<file path="src/rtl/rf_pkg.sv">
// ============================================================================
// Module  : rf_pkg
// Brief   : Shared RF bus entry layout and fill FSM encoding (fill + writeback)
// Revision: 1.0
// ============================================================================
`default_nettype none

package rf_pkg;

  localparam int RF_ENTRY_W    = 35;
  localparam int RF_DATA_W     = 16;
  localparam int RF_VAL_LSB    = 0;
  localparam int RF_TAG_LSB    = 16;
  localparam int RF_LOCKED_BIT = 32;
  localparam int RF_RETR_BIT   = 33;
  localparam int RF_VALID_BIT  = 34;

  typedef enum logic [1:0] {
    ST_IDLE = 2'd0,
    ST_REQ  = 2'd1,
    ST_WAIT = 2'd2,
    ST_FILL = 2'd3
  } fill_state_t;

  function automatic logic [RF_ENTRY_W-1:0] rf_pack(
    input logic                 valid,
    input logic                 retr,
    input logic                 locked,
    input logic [RF_DATA_W-1:0] tag,
    input logic [RF_DATA_W-1:0] val
  );
    return {valid, retr, locked, tag, val};
  endfunction

endpackage

`default_nettype wire

</file>
<file path="src/rtl/rr_arbiter.sv">
// ============================================================================
// Module  : rr_arbiter
// Brief   : Combinational round-robin pick of the first pending bit at or after ptr
// Revision: 1.0
// ============================================================================
`default_nettype none

module rr_arbiter #(
  parameter int NCORES = 4,
  parameter int PW     = (NCORES > 1) ? $clog2(NCORES) : 1
) (
  input  logic [NCORES-1:0] pending,
  input  logic [PW-1:0]     rr_ptr,
  output logic [NCORES-1:0] grant_oh,
  output logic [PW-1:0]     grant_idx,
  output logic              any_pending
);

  logic          w_found;
  logic [PW:0]   w_sum;
  logic [PW-1:0] w_idx;

  always_comb begin
    grant_oh    = '0;
    grant_idx   = '0;
    any_pending = |pending;
    w_found     = 1'b0;
    w_sum       = '0;
    w_idx       = '0;
    // Walk outward from the pointer; the extra sum bit catches the wrap.
    for (int k = 0; k < NCORES; k++) begin
      w_sum = {1'b0, rr_ptr} + (PW+1)'(k);
      if (w_sum >= (PW+1)'(NCORES))
        w_sum = w_sum - (PW+1)'(NCORES);
      w_idx = w_sum[PW-1:0];
      if (!w_found && pending[w_idx]) begin
        w_found         = 1'b1;
        grant_oh[w_idx] = 1'b1;
        grant_idx       = w_idx;
      end
    end
  end

endmodule

`default_nettype wire

</file>
<file path="src/rtl/rf_fill.sv">
// ============================================================================
// Module  : rf_fill
// Brief   : RF fill engine; one memory read at a time for retrieve-pending
//           entries, round-robin. Option macro: RF_FILL_COALESCE_EN.
// Revision: 1.0
// ============================================================================
`default_nettype none

module rf_fill
  import rf_pkg::*;
#(
  parameter int NCORES = 4
) (
  input  logic                         clk,
  input  logic                         rst,
  input  logic [NCORES*RF_ENTRY_W-1:0] rf_in,
  output logic [NCORES*RF_ENTRY_W-1:0] rf_out,
  output logic                         mem_rd_req,
  output logic [RF_DATA_W-1:0]         mem_rd_addr,
  input  logic                         mem_rd_gnt,
  input  logic                         mem_rd_valid,
  input  logic [RF_DATA_W-1:0]         mem_rd_data,
  output logic                         busy
);

  localparam int PW = (NCORES > 1) ? $clog2(NCORES) : 1;

  fill_state_t          r_state;
  fill_state_t          w_next_state;
  logic [PW-1:0]        r_rr_ptr;
  logic [PW-1:0]        r_sel_idx;
  logic [RF_DATA_W-1:0] r_sel_tag;
  logic [RF_DATA_W-1:0] r_fill_data;
  logic                 r_rd_req;
  logic [RF_DATA_W-1:0] r_rd_addr;

  logic [NCORES-1:0]    w_pending;
  logic [NCORES-1:0]    w_grant_oh;
  logic [PW-1:0]        w_grant_idx;
  logic                 w_any_pending;
  logic [RF_DATA_W-1:0] w_grant_tag;
  logic [PW-1:0]        w_ptr_next;
  logic                 w_fill;

  rr_arbiter #(
    .NCORES (NCORES),
    .PW     (PW)
  ) u_arb (
    .pending     (w_pending),
    .rr_ptr      (r_rr_ptr),
    .grant_oh    (w_grant_oh),
    .grant_idx   (w_grant_idx),
    .any_pending (w_any_pending)
  );

  always_comb begin
    w_grant_tag = '0;
    for (int i = 0; i < NCORES; i++) begin
      if (w_grant_oh[i])
        w_grant_tag = w_grant_tag | rf_in[i*RF_ENTRY_W + RF_TAG_LSB +: RF_DATA_W];
    end
  end

  always_ff @(posedge clk) begin
    if (rst)
      r_state <= ST_IDLE;
    else
      r_state <= w_next_state;
  end

  always_comb begin
    w_next_state = r_state;
    case (r_state)
      ST_IDLE: if (w_any_pending) w_next_state = ST_REQ;
      ST_REQ:  if (mem_rd_gnt)    w_next_state = ST_WAIT;
      ST_WAIT: if (mem_rd_valid)  w_next_state = ST_FILL;
      ST_FILL: w_next_state = ST_IDLE;
      default: w_next_state = ST_IDLE;
    endcase
  end

  assign w_ptr_next = (r_sel_idx == PW'(NCORES - 1)) ? '0 : r_sel_idx + 1'b1;

  // Selection is captured once on IDLE exit and held until FILL completes.
  always_ff @(posedge clk) begin
    if (rst) begin
      r_rr_ptr    <= '0;
      r_sel_idx   <= '0;
      r_sel_tag   <= '0;
      r_fill_data <= '0;
      r_rd_req    <= 1'b0;
      r_rd_addr   <= '0;
    end else begin
      if (r_state == ST_IDLE && w_any_pending) begin
        r_sel_idx <= w_grant_idx;
        r_sel_tag <= w_grant_tag;
        r_rd_req  <= 1'b1;
        r_rd_addr <= w_grant_tag;
      end
      if (r_state == ST_REQ && mem_rd_gnt)
        r_rd_req <= 1'b0;
      if (r_state == ST_WAIT && mem_rd_valid)
        r_fill_data <= mem_rd_data;
      if (r_state == ST_FILL)
        r_rr_ptr <= w_ptr_next;
    end
  end

  assign w_fill      = (r_state == ST_FILL);
  assign mem_rd_req  = r_rd_req;
  assign mem_rd_addr = r_rd_addr;
  assign busy        = (r_state != ST_IDLE);

  for (genvar i = 0; i < NCORES; i++) begin : g_entry
    logic [RF_ENTRY_W-1:0] w_ent;
    logic [RF_DATA_W-1:0]  w_tag;
    logic                  w_tag_hit;
    logic                  w_hit;

    assign w_ent        = rf_in[i*RF_ENTRY_W +: RF_ENTRY_W];
    assign w_tag        = w_ent[RF_TAG_LSB +: RF_DATA_W];
    assign w_pending[i] = w_ent[RF_RETR_BIT] & ~w_ent[RF_VALID_BIT];
    // A retagged or no-longer-retrieving entry must not take stale data.
    assign w_tag_hit    = w_ent[RF_RETR_BIT] && (w_tag == r_sel_tag);

`ifdef RF_FILL_COALESCE_EN
    assign w_hit = w_fill && w_tag_hit &&
                   ((r_sel_idx == PW'(i)) || !w_ent[RF_VALID_BIT]);
`else
    assign w_hit = w_fill && w_tag_hit && (r_sel_idx == PW'(i));
`endif

    assign rf_out[i*RF_ENTRY_W +: RF_ENTRY_W] =
      w_hit ? rf_pack(1'b1, 1'b0, w_ent[RF_LOCKED_BIT], w_tag, r_fill_data) : w_ent;
  end

endmodule

`default_nettype wire

</file>
<file path="config.mk">
export PLATFORM = sky130hd
export DESIGN_NAME = rf_fill
export DESIGN_NICKNAME = d
export VERILOG_FILES = /design/src/rtl/rf_pkg.sv /design/src/rtl/rr_arbiter.sv /design/src/rtl/rf_fill.sv
export SDC_FILE = /design/constraint.sdc
export NUM_CORES = 1
export LEC_CHECK = 0
export ABC_CLOCK_PERIOD_IN_PS = 6610
export CAP_MARGIN = 5
export CORE_AREA = 5 5 121 123
export CTS_CLUSTER_DIAMETER = 50
export CTS_CLUSTER_SIZE = 8
export DETAILED_ROUTE_END_ITERATION = 12
export DIE_AREA = 0 0 126 128
export GPL_TIMING_DRIVEN = 1
export PLACE_DENSITY = 0.91
export SETUP_SLACK_MARGIN = 0.5
export SLEW_MARGIN = 5
export SYNTH_ARGS = -nofsm -noshare
export SYNTH_HDL_FRONTEND = slang
export SYNTH_HIERARCHICAL = 1
export SYNTH_SLANG_ARGS = --single-unit
export TNS_END_PERCENT = 5
</file>
<file path="constraint.sdc">
create_clock -name clk -period 6.61 [get_ports clk]
set_input_delay 1.322 -clock clk [delete_from_list [all_inputs] [get_ports clk]]
set_output_delay 1.322 -clock clk [all_outputs]
set_load 0.05 [all_outputs]
</file>
Yosys cells after proc, flatten, opt, wreduce, memory -nomap -nowiden --
Cells that the tools add are included.
Storage, ports and cells: flip-flop bits (word level) 39, latch bits 0, memory bits (writable) 0, ROM bits 0, output and inout port bits 158, logic and storage cells 128, memories 0
Cells by class: add/subtract/negate cells 8, multiply operators 0, divide/modulo/power cells 0, $lt $le $gt $ge 12, equal/unequal tests 13, shifts and indexed selects 0, mux-type cells 44, bitwise logic cells 14, reductions and logical operators 31
Operators with widths (number):
- $mux 35 | 4
- $eq 16x16->1 | 4
- $mux 16 | 4
- $or 16x16->16 | 3
- $mux 2 | 12
- $logic_and 1x1->1 | 22
- $mux 4 | 4
- $lt 2x3->1 const B | 4
- $or 4x4->4 | 3
- $mux 1 | 11
- $ge 3x3->1 const B | 3
- $bmux 1 s2 | 4
- $demux 1 s2 | 4
- $eq 2x2->1 const B | 4
- $ge 2x1->1 const B | 4
- $pmux 2 s4 | 1
- $sub 2x1->2 const B | 4
- $add 2x2->3 const B | 2
- $ne 2x2->1 const B | 3
- $and 1x1->1 | 4
- $eq 2x1->1 const B | 2
- $logic_not 2->1 | 2
- $not 1->1 | 4
- $reduce_or 4->1 | 1
- 7 further kinds | 9

Longest topological paths before layout --
Gate-level depths: netlist of the first run.
depth in word-level cells 21, mapped depth 11, gate-level depth less buffers 8

Modules after synthesis --
The synthesis of the first run kept the hierarchy.
Modules (own cells, without submodules):
- rf_fill | instances 1, cells each 466, area an instance 4134.0 sq um, sequential area each 780.7 sq um
- rr_arbiter | instances 1, cells each 49, area an instance 411.6 sq um, sequential area each 0.0 sq um

Worst setup path before layout of the first run --
Ideal clock, no wire load.
kind input port to output port, start in rf_in[27], end out rf_out[10], data arrival time 2.754 ns, required time 5.288 ns, slack 2.534 ns, stages on the path 6, path through xor2_1 nor4_1 nand3_1 nor3_4 buf_8 mux2_4
Between the ends: cells in the longest elaborated chain, start to end 5
RTL lines:
- start, declared | RTL line rf_fill.sv:16 | input logic [NCORES*RF_ENTRY_W-1:0] rf_in,
- $eq 16x16->1 | RTL line rf_fill.sv:124 | assign w_tag_hit = w_ent[RF_RETR_BIT] && (w_tag == r_sel_tag);
- $logic_and 1x1->1 | RTL line rf_fill.sv:124
- $logic_and 1x1->1 (2 in a row) | RTL line rf_fill.sv:130 | assign w_hit = w_fill && w_tag_hit && (r_sel_idx == PW'(i));
- $mux 35 | RTL line rf_fill.sv:134 | w_hit ? rf_pack(1'b1, 1'b0, w_ent[RF_LOCKED_BIT], w_tag, r_fill_data) : w_ent;
- end, declared | RTL line rf_fill.sv:17 | output logic [NCORES*RF_ENTRY_W-1:0] rf_out,
Every way passes these cells.

Worst setup path in the final report of the first run --
start in rf_in[19], end out rf_out[7]
The elaborated chain is that of the path after synthesis.

==> flow_summary.yaml, run 1 <==
setup_path:
  r2r_slack_ns: 3.47
  crit_path_start: "rf_in[19]"
  rr_endpoint: "mem_rd_addr[5]$_SDFFE_PP0P_"
  reg2regPathDepth: 9
  worstPathRequired_ns: 5.29
  crit_end: "rf_out[7]"
  reg2reg_from: "r_rr_ptr[0]$_SDFFE_PP0P_"
  critPathCaptureType: "output port"
  crit_path_start_kind: "input port"
  path_class: "input port to output port"
  critPathArrivalTime_ns: 4.26
  crit_fanout: 18
routing:
  drtIter0Drc: 233
  vias_per_cell: 5.13
  totalWireLength_mm: 18.9
  wire_per_inst_um: 20.7
  drt-pass1-iter-count: 4
  drc: 0
  num_vias: 4664
  final_antenna_net_count: 0
timing:
  maxSlewViolCount: 0
  slew_headroom: 0.436
  fmax_mhz: 179
  setup_tns_ns: 0
  fin_crit_sh: 0.844
  post-route-min-period_ns: 5.58
  max_slew.worst_pin.slew_ns: 0.846
  fin_worst_skew_ns: 0.00359
  setup_viol: 0
  grt_setup_unrepaired: "false"
  timing_hold_violations_final: 0
floorplan:
  rows: 43
  ioPinCount: 318
  start_util: 0.335
  die_h_um: 128
  core_area_um2: 13600
  chipWidth_um: 126
  dieArea_um2: 16100
final_layout:
  nets: 903
  multi_input_area_um2: 2950
  fill_cells: 1217
  utilization: 0.539
  drive_gt1_frac: 0.130
  n_antenna_cell: 0
  syn2layout_area_growth_pct: 60.6
  seq_area_um2: 781
cts:
  ctsHoldBuffers: 0
  cts_buffers: 5
  cts_resized: 0
  clkTransAtPathRegs_ns: 0.06
  clockBufferDepth: 2
  cts_tree: "yes"
  htree_levels: 2
  cts_setup_buffers: 0
  cts.sinks: 39
  cts_root_buf: "clkbuf_16"
  insertion_delay_ns: 0.28
logic_synthesis:
  ys.flop_type: "dfxtp_1"
  yosysUniqueCellTypes: 42
  syn_nets: 689
  ys_ff_latch: 39
  yosysSeqAreaShare: 0.172
  yosysWarningCount: 6
  postSynth.asyncResetShare: 0
  syn_area_um2: 4550
  syn_avg_cell_area_um2: 8.83
  syn_inst: 515
  synth_edf_count: 0
grt:
  grt_max_degree: 40
  grt_use_total: 0.218
  grt_pass1_wl_mm: 27.7
  antenna_found_initial: 0
  overflow: 0
  grt_pass1_vias: 4748
min_path:
  hp-start: "mem_rd_req$_SDFFE_PP0P_"
  worstHoldPathType: "flip-flop to flip-flop"
status:
  status: "complete, no violations"
power:
  peakVddDrop_v: 0.000173
  power_density_nw_per_um2: 237
  leakagePower_nw: 2.77
placed_design:
  hpwl_mm: 15.2
  gp_congestion: 0.938
  numPortBuffers: 309
job:
  drv_cap: 0
-- cells in the mapped netlist, types with 2 or more instances --
cell type	number	share of area
buf_4	69	0.11
mux4_2	4	0.020
or2_2	4	0.0055
a311oi_1	16	0.031
mux2i_1	4	0.0088
and2_1	2	0.0028
nor4_1	8	0.011
nor3_1	4	0.0044
nand3_1	5	0.0055
ha_1	14	0.039
clkbuf_1	26	0.021
nand4_1	8	0.011
inv_1	10	0.0083
xor2_1	44	0.085
buf_8	4	0.013
a22oi_1	40	0.066
dfxtp_1	39	0.17
a21oi_1	18	0.020
mux2_2	32	0.079
mux2_4	32	0.11
o21ai_0	7	0.0077
nor2_1	27	0.022
nand2_1	38	0.031
nor3_4	4	0.014
buf_2	4	0.0044
nor2b_1	11	0.015
buf_6	7	0.017
xnor2_1	20	0.039
-- power by group --
part | switching, mW | internal, mW
Sequential | 0.113 | 0.292
Clock | 0.0990 | 0.161
Combinational | 0.634 | 0.433
-- state kept, by name, indices dropped and copies added, names as in the netlist --
name / flops
r_fill_data: 16
r_state: 2
mem_rd_addr: 16
mem_rd_req: 1
r_sel_idx: 2
r_rr_ptr: 2
-- area by class of cell --
| type | instances | share of cell area |
|---|---|---|
| Tap cell | 180 | 0.0308 |
| Clock buffer | 8 | 0.0214 |
| Timing Repair Buffer | 318 | 0.432 |
| Inverter | 10 | 0.00514 |
| Multi-Input combinational cell | 355 | 0.404 |
| Sequential cell | 39 | 0.107 |
-- through the flow --
step                      cells  setup slack [ns]  instance area (um^2)  power, mW  hold slack (ns)
after floorplan             515              2.53                  4550       1.16            0.461
after global placement      902              1.07                  7150       1.46            0.482
after detailed placement    902              1.02                  7150       1.48            0.487
after CTS                   910              1.02                  7300       1.75            0.492
after global routing        910             0.908                  7300       1.82            0.526
final                       910              1.03                  7300       1.73            0.489
-- logic make-up (layout without fill, tap and decap cells) --
| group | Yosys count | in the layout | share of synthesized area |
|---|---|---|---|
| AND/OR/NAND/NOR | 115 | 115 | 0.134 |
| AO/OA/AOI/OAI | 90 | 90 | 0.140 |
| buffers and inverters | 121 | 336 | 0.179 |
| flip-flops | 39 | 39 | 0.172 |
| XOR/XNOR | 64 | 64 | 0.123 |
| multiplexers | 72 | 72 | 0.214 |
| adder cells (fa/ha/maj) | 14 | 14 | 0.0385 |
-- worst min-delay path by stage --
| stage | endpoint | slack, ns | cells past startpoint |
|---|---|---|---|
| floorplan | r_fill_data[0]$_SDFFE_PP0P_ | 0.46 | 2 |
| detailed placement | mem_rd_req$_SDFFE_PP0P_ | 0.49 | 2 |
| global route | mem_rd_req$_SDFFE_PP0P_ | 0.53 | 2 |
| CTS | mem_rd_req$_SDFFE_PP0P_ | 0.49 | 2 |
| global placement | mem_rd_req$_SDFFE_PP0P_ | 0.48 | 2 |
| finish | mem_rd_req$_SDFFE_PP0P_ | 0.49 | 2 |
-- worst max-delay path, cell delays in order --
cell and delay [ns]:
clkdlybuf4s50_1 0.46, xor2_1 0.16, nor4_1 0.44, nand3_1 0.25, nor3_4 0.15, buf_4 0.35, mux2_2 0.38, clkdlybuf4s50_1 0.73
-- layout by cell type (no fill, tap or decap), drive strengths merged, types with 2 or more instances in the layout --
master and count:
dfxtp 39, a311oi 16, mux2 64, a22oi 40, buf 11, nand4 8, and2 2, nand2 38
xnor2 20, a21oi 18, ha 14, inv 10, xor2 44, nand3 5, nor3 8, mux2i 4
nor4 8, clkbuf 8, or2 4, clkdlybuf4s50 307, o21ai 8, mux4 4, nor2 27, nor2b 11
-- routing by layer --
metal,vias to the layer above,routed length [um],track usage
li1,2172,-,-
met1,2174,7090,0.249
met2,294,9710,0.398
met3,24,1610,0.0542
met4,0,436,0.0707
met5,-,0,0
(Power assumes the default switching activity.)
==> run 2, diff against run 1 <==
--- a/config.mk
+++ b/config.mk
@@ -5,15 +5,15 @@
 export SDC_FILE = /design/constraint.sdc
 export NUM_CORES = 1
 export LEC_CHECK = 0
-export ABC_CLOCK_PERIOD_IN_PS = 6610
+export ABC_CLOCK_PERIOD_IN_PS = 5500
 export CAP_MARGIN = 5
-export CORE_AREA = 5 5 121 123
+export CORE_MARGIN = 5
+export CORE_UTILIZATION = 36
 export CTS_CLUSTER_DIAMETER = 50
 export CTS_CLUSTER_SIZE = 8
 export DETAILED_ROUTE_END_ITERATION = 12
-export DIE_AREA = 0 0 126 128
 export GPL_TIMING_DRIVEN = 1
-export PLACE_DENSITY = 0.91
+export PLACE_DENSITY = 0.94
 export SETUP_SLACK_MARGIN = 0.5
 export SLEW_MARGIN = 5
 export SYNTH_ARGS = -nofsm -noshare
==> constraint.sdc (replaced) <==
create_clock -name clk -period 5.5 [get_ports clk]
set_input_delay 1.1 -clock clk [delete_from_list [all_inputs] [get_ports clk]]
set_output_delay 1.1 -clock clk [all_outputs]
set_load 0.05 [all_outputs]
==> run 2 against run 1 <==
Die area is 7.2% lower. Routed wire length is 2.9% lower. Global-route usage is 0.96 points higher. Non-clock buffer count is 2 higher. Register-to-register slack worse by 1.1 ns. Sequential power is 20% higher. Critical path depth stayed put. Critical path type unchanged. Critical endpoint is now rf_out[3]. Highest routed layer is now met5.
==> flow_summary.yaml, run 2 (same netlist as run 1, synthesis figures left out) <==
final_layout:
  nets: 905
  seq_area_um2: 781
  drive_gt1_frac: 0.225
  multi_input_area_um2: 2960
  fill_cells: 1042
  n_antenna_cell: 0
  stdcell_area_um2: 7460
  final_cell_mix: "239 x clkdlybuf4s50_1, 54 x buf_4, 44 x xor2_1"
  final_common_cell: "clkdlybuf4s50_1"
  syn2layout_area_growth_pct: 64.2
  utilization: 0.596
grt:
  grt_use_total: 0.228
  antenna_found_initial: 1
  grt_max_degree: 40
  grt_pass1_wl_mm: 26.6
  grt_pass1_vias: 4642
  overflow: 0
setup_path:
  reg2reg_from: "r_rr_ptr[0]$_SDFFE_PP0P_"
  slowest_delay_ns: 0.51
  path_class: "input port to output port"
  crit_end: "rf_out[3]"
  crit_path_start: "rf_in[27]"
  crit_path_start_kind: "input port"
  critPathArrivalTime_ns: 3.73
  worstPathRequired_ns: 4.40
  cp_common_cell: "buf_4"
  cpMaxStageDelayCell: "clkdlybuf4s50_1"
  reg2regPathDepth: 9
  rr_endpoint: "mem_rd_addr[11]$_SDFFE_PP0P_"
  path_buf_inv: 3
  cpLargestDelayFamily: "buffers and inverters"
  path_depth: 8
  critPathCaptureType: "output port"
  crit_fanout: 13
  crit_chain: "clkdlybuf4s50_1 -> xor2_1 -> nor4_2 -> nand3_1 -> nor3_4 -> buf_4 -> mux2_2 -> buf_4"
  r2r_slack_ns: 2.38
routing:
  drc: 0
  final_antenna_net_count: 0
  drtIter0Drc: 383
  num_vias: 4714
  drt-pass1-iter-count: 5
  totalWireLength_mm: 18.3
  vias_per_cell: 5.21
  wire_per_inst_um: 20.3
status:
  status: "complete, no violations"
cts:
  cts.sinks: 39
  clockBufferDepth: 2
  htree_levels: 2
  cts_root_buf: "clkbuf_16"
  insertion_delay_ns: 0.28
  cts_tree: "yes"
  clkTransAtPathRegs_ns: 0.06
  ctsHoldBuffers: 0
  cts_buffers: 5
floorplan:
  die_h_um: 122
  dieArea_um2: 15000
  chipWidth_um: 122
  ioPinCount: 318
  start_util: 0.363
  core_area_um2: 12500
  rows: 41
timing:
  fin_worst_skew_ns: 0.00841
  fin_crit_sh: 0.879
  post-route-min-period_ns: 4.83
  worst_slack_ns: 0.665
  maxSlewViolCount: 0
  fmax_mhz: 207
  slew_headroom: 0.569
  hold_slack_ns: 0.501
  timing_hold_violations_final: 0
  grt_setup_unrepaired: "false"
  setup_viol: 0
  max_slew.worst_pin.slew_ns: 0.646
  setup_tns_ns: 0
placed_design:
  numPortBuffers: 309
  pre_cts_ws_ns: 0.562
  hpwl_mm: 15.0
  gp_congestion: 0.913
  placement.cell_area_um2: 7320
power:
  power_density_nw_per_um2: 279
  peakVddDrop_v: 0.000200
  leakagePower_nw: 2.96
min_path:
  worstHoldPathType: "flip-flop to flip-flop"
job:
  drv_cap: 0
-- run 2: cell count changes in the layout (fill, tap and decap cells not counted), sizes merged --
cell | before | now
clkinv | 0 | 1
clkbuf | 8 | 7
buf | 11 | 81
clkdlybuf4s50 | 307 | 239
-- run 2: where the power goes --
part / switching [mW] / internal, mW / leakage, nW
Combinational: 0.780 / 0.539 / 2.57
Sequential: 0.134 / 0.351 / 0.319
Clock: 0.114 / 0.168 / 0.0679
Total: 1.03 / 1.06 / 2.96
-- run 2: worst min-delay path: stages (launching register included) --
cell,delay (ns)
dfxtp_1,0.31
nor2_1,0.10
a211oi_1,0.05
-- run 2: metrics by stage --
| stage | power, mW | cells |
|---|---|---|
| 2_1_floorplan | 1.39 | 515 |
| 3_3_place_gp | 1.77 | 896 |
| 3_5_place_dp | 1.79 | 896 |
| 4_1_cts | 2.08 | 904 |
| 5_1_grt | 2.19 | 904 |
| 6_report | 2.09 | 904 |
-- run 2: worst min-delay path by stage --
stage | from | endpoint | cells after the start
2_1_floorplan | r_fill_data[0]$_SDFFE_PP0P_ | r_fill_data[0]$_SDFFE_PP0P_ | 2
3_3_place_gp | r_fill_data[7]$_SDFFE_PP0P_ | r_fill_data[7]$_SDFFE_PP0P_ | 2
3_5_place_dp | r_fill_data[0]$_SDFFE_PP0P_ | r_fill_data[0]$_SDFFE_PP0P_ | 2
4_1_cts | r_fill_data[1]$_SDFFE_PP0P_ | r_fill_data[1]$_SDFFE_PP0P_ | 2
5_1_grt | mem_rd_req$_SDFFE_PP0P_ | mem_rd_req$_SDFFE_PP0P_ | 2
6_report | mem_rd_req$_SDFFE_PP0P_ | mem_rd_req$_SDFFE_PP0P_ | 2
-- run 2: what timing repair did --
item | CTS | global route
setup endpoints to repair | 0 | 9
gates resized for setup | 0 | 1
setup buffers | 0 | 0
-- run 2: layout make-up --
type	count	area share
timing repair buffer	320	0.447
multi-input combinational	355	0.396
sequential	39	0.105
tap	172	0.0288
clock buffer	7	0.0178
inverter	10	0.00503
clock inverter	1	0.000670
-- run 2: per-layer routing --
layer,GRT usage,wire [um]
met4,0.0532,285
met3,0.0488,1460
met2,0.386,9310
met1,0.296,7240
met5,0,11
